File: src/rtl/spi_slave_single_ss.sv
// SPI responder: oversamples sclk/ss_n/mosi into clk, shifts MSB-first in all four modes, multi-frame bursts.
// Optional: define SPI_SLAVE_UNDERRUN_EN to add the tx_underrun pulse output.
module spi_slave_single_ss #(
  parameter int FRAME_WIDTH = 8,
  parameter int SYNC_STAGES = 2
) (
  input  logic                   clk,
  input  logic                   reset,
  input  logic [1:0]             mode,
  input  logic [FRAME_WIDTH-1:0] din,
  input  logic                   tx_load,
  output logic                   tx_ready,
  output logic [FRAME_WIDTH-1:0] dout,
  output logic                   rx_done,
  input  logic                   sclk,
  input  logic                   ss_n,
  input  logic                   mosi,
  output logic                   miso
`ifdef SPI_SLAVE_UNDERRUN_EN
  ,
  output logic                   tx_underrun
`endif
);

  localparam int CNT_W = (FRAME_WIDTH > 2) ? $clog2(FRAME_WIDTH) : 1;
  localparam logic [0:0] ST_IDLE   = 1'b0;
  localparam logic [0:0] ST_ACTIVE = 1'b1;
  localparam logic [CNT_W-1:0] CNT_ZERO = {CNT_W{1'b0}};
  localparam logic [CNT_W-1:0] CNT_ONE  = CNT_W'(1);
  localparam logic [CNT_W-1:0] CNT_LAST = CNT_W'(FRAME_WIDTH - 1);
  localparam logic [FRAME_WIDTH-1:0] FRAME_ZERO = {FRAME_WIDTH{1'b0}};
  localparam logic [FRAME_WIDTH-2:0] RX_ZERO    = {(FRAME_WIDTH-1){1'b0}};
  localparam logic [SYNC_STAGES-1:0] SYNC_LOW   = {SYNC_STAGES{1'b0}};
  localparam logic [SYNC_STAGES-1:0] SYNC_HIGH  = {SYNC_STAGES{1'b1}};

  logic [SYNC_STAGES-1:0] sclk_sync_r, ss_sync_r, mosi_sync_r;
  logic                   sclk_s, ss_s, mosi_s, sclk_prev_r;
  logic                   lead_s, trail_s, sample_s, shift_edge_s, load_s;
  logic [0:0]             state_r, state_n;
  logic [1:0]             mode_r, mode_n;
  logic [CNT_W-1:0]       cnt_r, cnt_n;
  logic [FRAME_WIDTH-2:0] rx_shift_r, rx_shift_n;
  logic [FRAME_WIDTH-1:0] rx_word_s;
  logic [FRAME_WIDTH-1:0] tx_shift_r, tx_shift_n, tx_buf_r, tx_buf_n, dout_r, dout_n;
  logic                   tx_ready_r, tx_ready_n, rx_done_r, rx_done_n, miso_r, miso_n;

  assign sclk_s = sclk_sync_r[SYNC_STAGES-1];
  assign ss_s   = ss_sync_r[SYNC_STAGES-1];
  assign mosi_s = mosi_sync_r[SYNC_STAGES-1];

  // Leading edge leaves CPOL, trailing edge returns to it; CPHA picks which one samples.
  assign lead_s       = mode_r[1] ? (sclk_prev_r & ~sclk_s) : (~sclk_prev_r & sclk_s);
  assign trail_s      = mode_r[1] ? (~sclk_prev_r & sclk_s) : (sclk_prev_r & ~sclk_s);
  assign sample_s     = mode_r[0] ? trail_s : lead_s;
  assign shift_edge_s = mode_r[0] ? lead_s : trail_s;
  assign rx_word_s    = {rx_shift_r, mosi_s};

  // Next-state logic for the burst FSM, RX/TX shifters and the one-entry TX buffer.
  always_comb begin
    state_n    = state_r;
    mode_n     = mode_r;
    cnt_n      = cnt_r;
    rx_shift_n = rx_shift_r;
    tx_shift_n = tx_shift_r;
    tx_buf_n   = tx_buf_r;
    tx_ready_n = tx_ready_r;
    dout_n     = dout_r;
    rx_done_n  = 1'b0;
    load_s     = 1'b0;
    miso_n     = 1'b0;
    case (state_r)
      ST_IDLE: begin
        if (!ss_s) begin
          state_n = ST_ACTIVE;
          mode_n  = mode;
          load_s  = ~mode[0];
        end else begin
          state_n = ST_IDLE;
        end
      end
      ST_ACTIVE: begin
        if (ss_s) begin
          state_n    = ST_IDLE;
          cnt_n      = CNT_ZERO;
          rx_shift_n = RX_ZERO;
          tx_shift_n = FRAME_ZERO;
        end else if (sample_s) begin
          if (cnt_r == CNT_LAST) begin
            dout_n    = rx_word_s;
            rx_done_n = 1'b1;
            cnt_n     = CNT_ZERO;
          end else begin
            rx_shift_n = rx_word_s[FRAME_WIDTH-2:0];
            cnt_n      = cnt_r + CNT_ONE;
          end
        end else if (shift_edge_s) begin
          // A zero count on the shift edge marks a frame boundary: fetch the next word.
          if (cnt_r == CNT_ZERO) begin
            load_s = 1'b1;
          end else begin
            tx_shift_n = {tx_shift_r[FRAME_WIDTH-2:0], 1'b0};
          end
        end else begin
          state_n = ST_ACTIVE;
        end
      end
      default: begin
        state_n = ST_IDLE;
      end
    endcase

    if (load_s) begin
      tx_ready_n = 1'b1;
      if (!tx_ready_r) begin
        tx_shift_n = tx_buf_r;
      end else if (tx_load) begin
        tx_shift_n = din;
      end else begin
        tx_shift_n = FRAME_ZERO;
      end
    end else if (tx_load && tx_ready_r) begin
      tx_buf_n   = din;
      tx_ready_n = 1'b0;
    end else begin
      tx_buf_n = tx_buf_r;
    end

    miso_n = (state_n == ST_ACTIVE) ? tx_shift_n[FRAME_WIDTH-1] : 1'b0;
  end

  // Synchronizers and all state/output registers.
  always_ff @(posedge clk) begin
    if (reset) begin
      sclk_sync_r <= SYNC_LOW;
      ss_sync_r   <= SYNC_HIGH;
      mosi_sync_r <= SYNC_LOW;
      sclk_prev_r <= 1'b0;
      state_r     <= ST_IDLE;
      mode_r      <= 2'b00;
      cnt_r       <= CNT_ZERO;
      rx_shift_r  <= RX_ZERO;
      tx_shift_r  <= FRAME_ZERO;
      tx_buf_r    <= FRAME_ZERO;
      tx_ready_r  <= 1'b1;
      dout_r      <= FRAME_ZERO;
      rx_done_r   <= 1'b0;
      miso_r      <= 1'b0;
    end else begin
      sclk_sync_r <= {sclk_sync_r[SYNC_STAGES-2:0], sclk};
      ss_sync_r   <= {ss_sync_r[SYNC_STAGES-2:0], ss_n};
      mosi_sync_r <= {mosi_sync_r[SYNC_STAGES-2:0], mosi};
      sclk_prev_r <= sclk_s;
      state_r     <= state_n;
      mode_r      <= mode_n;
      cnt_r       <= cnt_n;
      rx_shift_r  <= rx_shift_n;
      tx_shift_r  <= tx_shift_n;
      tx_buf_r    <= tx_buf_n;
      tx_ready_r  <= tx_ready_n;
      dout_r      <= dout_n;
      rx_done_r   <= rx_done_n;
      miso_r      <= miso_n;
    end
  end

  assign tx_ready = tx_ready_r;
  assign dout     = dout_r;
  assign rx_done  = rx_done_r;
  assign miso     = miso_r;

`ifdef SPI_SLAVE_UNDERRUN_EN
  logic underrun_r;

  // Flags loads that found the buffer empty with no same-cycle refill.
  always_ff @(posedge clk) begin
    if (reset) begin
      underrun_r <= 1'b0;
    end else begin
      underrun_r <= load_s & tx_ready_r & ~tx_load;
    end
  end

  assign tx_underrun = underrun_r;
`endif

endmodule
File: config.mk
export PLATFORM = sky130hd
export DESIGN_NAME = spi_slave_single_ss
export DESIGN_NICKNAME = d
export VERILOG_FILES = /design/src/rtl/spi_slave_single_ss.sv
export SDC_FILE = /design/constraint.sdc
export NUM_CORES = 1
export LEC_CHECK = 0
export ABC_AREA = 1
export CELL_PAD_IN_SITES_DETAIL_PLACEMENT = 1
export CELL_PAD_IN_SITES_GLOBAL_PLACEMENT = 2
export CORE_MARGIN = 2
export CORE_UTILIZATION = 28
export DETAILED_ROUTE_END_ITERATION = 6
export PLACE_DENSITY = 0.86
export REMOVE_ABC_BUFFERS = 1
export SLEW_MARGIN = 15
export SYNTH_ARGS = -nofsm -noshare
export SYNTH_HDL_FRONTEND = slang
export SYNTH_SLANG_ARGS = --single-unit
File: constraint.sdc
create_clock -name clk -period 1.4 [get_ports clk]
set_input_delay 0.14 -clock clk [delete_from_list [all_inputs] [get_ports clk]]
set_output_delay 0.14 -clock clk [all_outputs]
set_load 0.03 [all_outputs]
==> flow_metrics.env, run 1 <==
export IMPL_status="finished with violations"
export IMPL_violations="setup timing"
export IMPL_clock_power_share_pct=30.2
export IMPL_synth_distinct_cells=27
export IMPL_maxSlewHeadroom_pct=79.5
export IMPL_io_pins=27
export IMPL_core_area_um2=7290
export IMPL_p_leak_nw=1.37
export IMPL_grtUsageTotal_pct=13.5
export IMPL_powerDensity_nw_per_um2=842
export IMPL_synth_area_um2=2120
export IMPL_hold_class="primary input to register"
export IMPL_clockBufferDepth=2
export IMPL_crit_chain="inv_2 > ha_4 > nand2_4 > nor2_4 > nand4_1 > nand4_1 > nand2_4 > nor2_1 > nor2_1"
export IMPL_crit_family="simple AND/OR/NAND/NOR gates"
export IMPL_critPathKind="register to register"
export IMPL_ir_worst_vdd_mv=0.414
export IMPL_switchingPower_w=0.000717
export IMPL_p_comb_share_pct=16.0
export IMPL_synth_top_area_share_pct=44.3
export IMPL_grt_pass1_wl_mm=9.26
export IMPL_die_y_um=91.1
export IMPL_ys_ff_latch=47
export IMPL_cap_viol_max_count=0
export IMPL_fin_crit_sh_pct=110
export IMPL_multi_input_area_um2=1260
export IMPL_synth_edf_count=0
export IMPL_post_synth_top_area_cell="dfxtp_1"
export IMPL_synth_area_top_cells="dfxtp_1, nand2_1, inv_1"
export IMPL_skew_ps=3.94
export IMPL_start_util_pct=29.1
export IMPL_first_global_vias=2010
export IMPL_fillCellCount=924
export IMPL_seqCellArea_um2=957
export IMPL_async_reset_ff_share_pct=0
export IMPL_endpoint_kind="register"
export IMPL_nets=373
export IMPL_drcViolationCount=0
export IMPL_grt_max_degree=17
export IMPL_areaGrowthSynthToFinish_pct=47.7
export IMPL_worst_pin_slew_ps=309
export IMPL_antenna_diode_count=0
export IMPL_slowest_stage="dfxtp_2"
export IMPL_final_setup_viol_count=32
export IMPL_worst_slack_ps=-146
export IMPL_place_congestion=0.835
export IMPL_dpl_cell_count=435
export IMPL_synth_warnings=0
export IMPL_port_buffer_count=26
export IMPL_tritoncts="yes"
export IMPL_finalSetupTns_ps=-2460
export IMPL_finalPower_w=0.00264
export IMPL_ys_top_cells_by_count="nand2_1, dfxtp_1, inv_1"
export IMPL_dieWidth_um=91.1
export IMPL_drt_total_wl_mm=5.83
export IMPL_drt_iter0_markers=59
export IMPL_cp_required_ps=1600
export IMPL_worstPathArrival_ps=1740
export IMPL_hold_buffers=0
export IMPL_max_clock_freq_mhz=647
export IMPL_avgSynthCellArea_um2=7.27
export IMPL_post_drt_wl_per_cell_um=12.9
export IMPL_htree_levels=2
export IMPL_syn_inst=292
export IMPL_vias=2060
export IMPL_firstDrtPassIters=2
export IMPL_antenna_found_initial=0
export IMPL_grt_overflow=0
export IMPL_p_int_w=0.00192
export IMPL_rows=31
export IMPL_cts_sink_count=47
export IMPL_switching_share_pct=27.2
export IMPL_power_frac_seq_pct=53.8
export IMPL_hpwl_mm=3.90
export IMPL_yosysMostFrequentCell="nand2_1"
export IMPL_cts_root_buf="clkbuf_8"
export IMPL_crit_fanout=6
export IMPL_clk_insertion_delay_late_ps=300
export IMPL_path_buf_inv=1
export IMPL_drv_slew=0
export IMPL_min_period_ps=1550
export IMPL_clkTransAtPathRegs_ps=90
export IMPL_dieArea_um2=8290
export IMPL_synthFlopType="dfxtp_1"
export IMPL_ant_nets=0
export IMPL_cts_inserted_buffers=5
export IMPL_final_hold_violation_count=0
export IMPL_via_per_inst=4.55
export IMPL_final_layout_size_suffix_gt1_share_pct=33.9
export IMPL_ys_seq_area_share_pct=44.3
export IMPL_start_kind="register"
export IMPL_slowest_delay_ps=350
export IMPL_rsz0062_at_grt="yes"
export IMPL_stdcell_count=453
-- worst register-to-register path: stages, from the launching register on --
cell and delay, ps:
dfxtp_2 350, inv_2 70, ha_4 140, nand2_4 60, nor2_4 120, nand4_1 240, nand4_1 220, nand2_4 120
nor2_1 100, nor2_1 50
-- per-layer routing --
metal	GRT usage, %	wire, um	vias up
li1	-	-	1049
met1	17.5	2670	978
met2	23.0	2910	21
met3	2.32	123	12
met4	4.17	130	0
met5	0	0	-
-- power by group through the flow --
stage          combinational [W]  clock [W]  sequential (W)
6_report                0.000422   0.000797         0.00142
5_1_grt                 0.000473   0.000892         0.00143
2_1_floorplan           0.000175          0         0.00145
3_5_place_dp            0.000347          0         0.00145
4_1_cts                 0.000368   0.000833         0.00142
3_3_place_gp            0.000337          0         0.00145
-- cells in the final DEF (no fill, tap or decap), types with 2 or more instances in the layout --
master	count
nand3_2	11
o21ai_2	4
nor2_2	6
buf_4	34
nand2_8	2
dfxtp_4	3
dfxtp_1	40
dfxtp_2	4
nand2_1	52
nand3_1	6
nand2_4	6
buf_6	2
inv_2	4
ha_1	2
o21ai_0	9
or2_2	2
a22oi_2	6
nor2_4	6
clkbuf_8	5
clkdlybuf4s50_1	15
nand3_4	6
inv_4	2
nor2_1	28
dlygate4sd2_1	11
a21oi_1	18
nand4_1	2
nand2_2	10
inv_1	33
o21ai_1	13
-- cell type report --
class | count | area share [%]
clock buffer | 5 | 2.20
clock inverter | 2 | 0.439
inverter | 41 | 5.23
multi-input combinational | 196 | 40.3
sequential | 47 | 30.5
tap | 99 | 3.95
timing repair buffer | 63 | 17.4
-- what timing repair did --
action,in CTS,in global routing
cloned,1,1
gates resized for setup,39,63
setup endpoints to repair,42,32
pin swaps,8,18
setup buffers,2,7
-- final timing paths --
path / startpoint / slack, ps / depth (start not counted) / end
max: cnt_r[1] / -150 / 9 / tx_shift_r[1]
min: mosi / 350 / 3 / mosi_sync_r[0]
max reg2reg: cnt_r[1] / -150 / 9 / tx_shift_r[1]
min reg2reg: sclk_sync_r[0] / 410 / 2 / sclk_sync_r[1]
-- sequential cells by signal, summed over array words and instances, names as in the netlist --
signal	count
rx_shift_r	7
rx_done	1
sclk_sync_r	2
mode_r	2
tx_ready	1
miso	1
tx_shift_r	8
mosi_sync_r	2
cnt_r	3
dout	8
ss_sync_r	2
tx_buf_r	8
state_r	1
sclk_prev_r	1
-- cells by family (layout without fill, tap and decap cells) --
group / after synthesis / after routing / share of synthesized area (%)
AND/OR/NAND/NOR: 136 / 138 / 28.8
AO/OA/AOI/OAI: 54 / 54 / 13.9
buffers and inverters: 51 / 111 / 10.8
flip-flops: 47 / 47 / 44.3
adder cells (fa/ha/maj): 3 / 3 / 1.77
XOR/XNOR: 1 / 1 / 0.413
-- through the flow --
stage	setup WS [ps]	hold WS (ps)	utilization, %	cell area (um^2)
after CTS	-67.0	339	39.0	2840
after detailed placement	-142	395	36.4	2650
after floorplan	52.4	209	-	2050
after global placement	-73.9	392	36.4	2650
after global routing	-254	369	43.0	3130
final	-146	346	43.0	3130
(Power assumes the default switching activity.)
==> run 2: changes to the inputs <==
HOLD_SLACK_MARGIN = 0.12   (was not set)
==> results of run 2 <==
No change in the layout: final DEF, timing and power equal those of run 1.
==> run 3: changes to the inputs <==
ABC_CLOCK_PERIOD_IN_PS = 1400   (was not set)
==> results of run 3 <==
No change in the layout: final DEF, timing and power equal those of run 1.
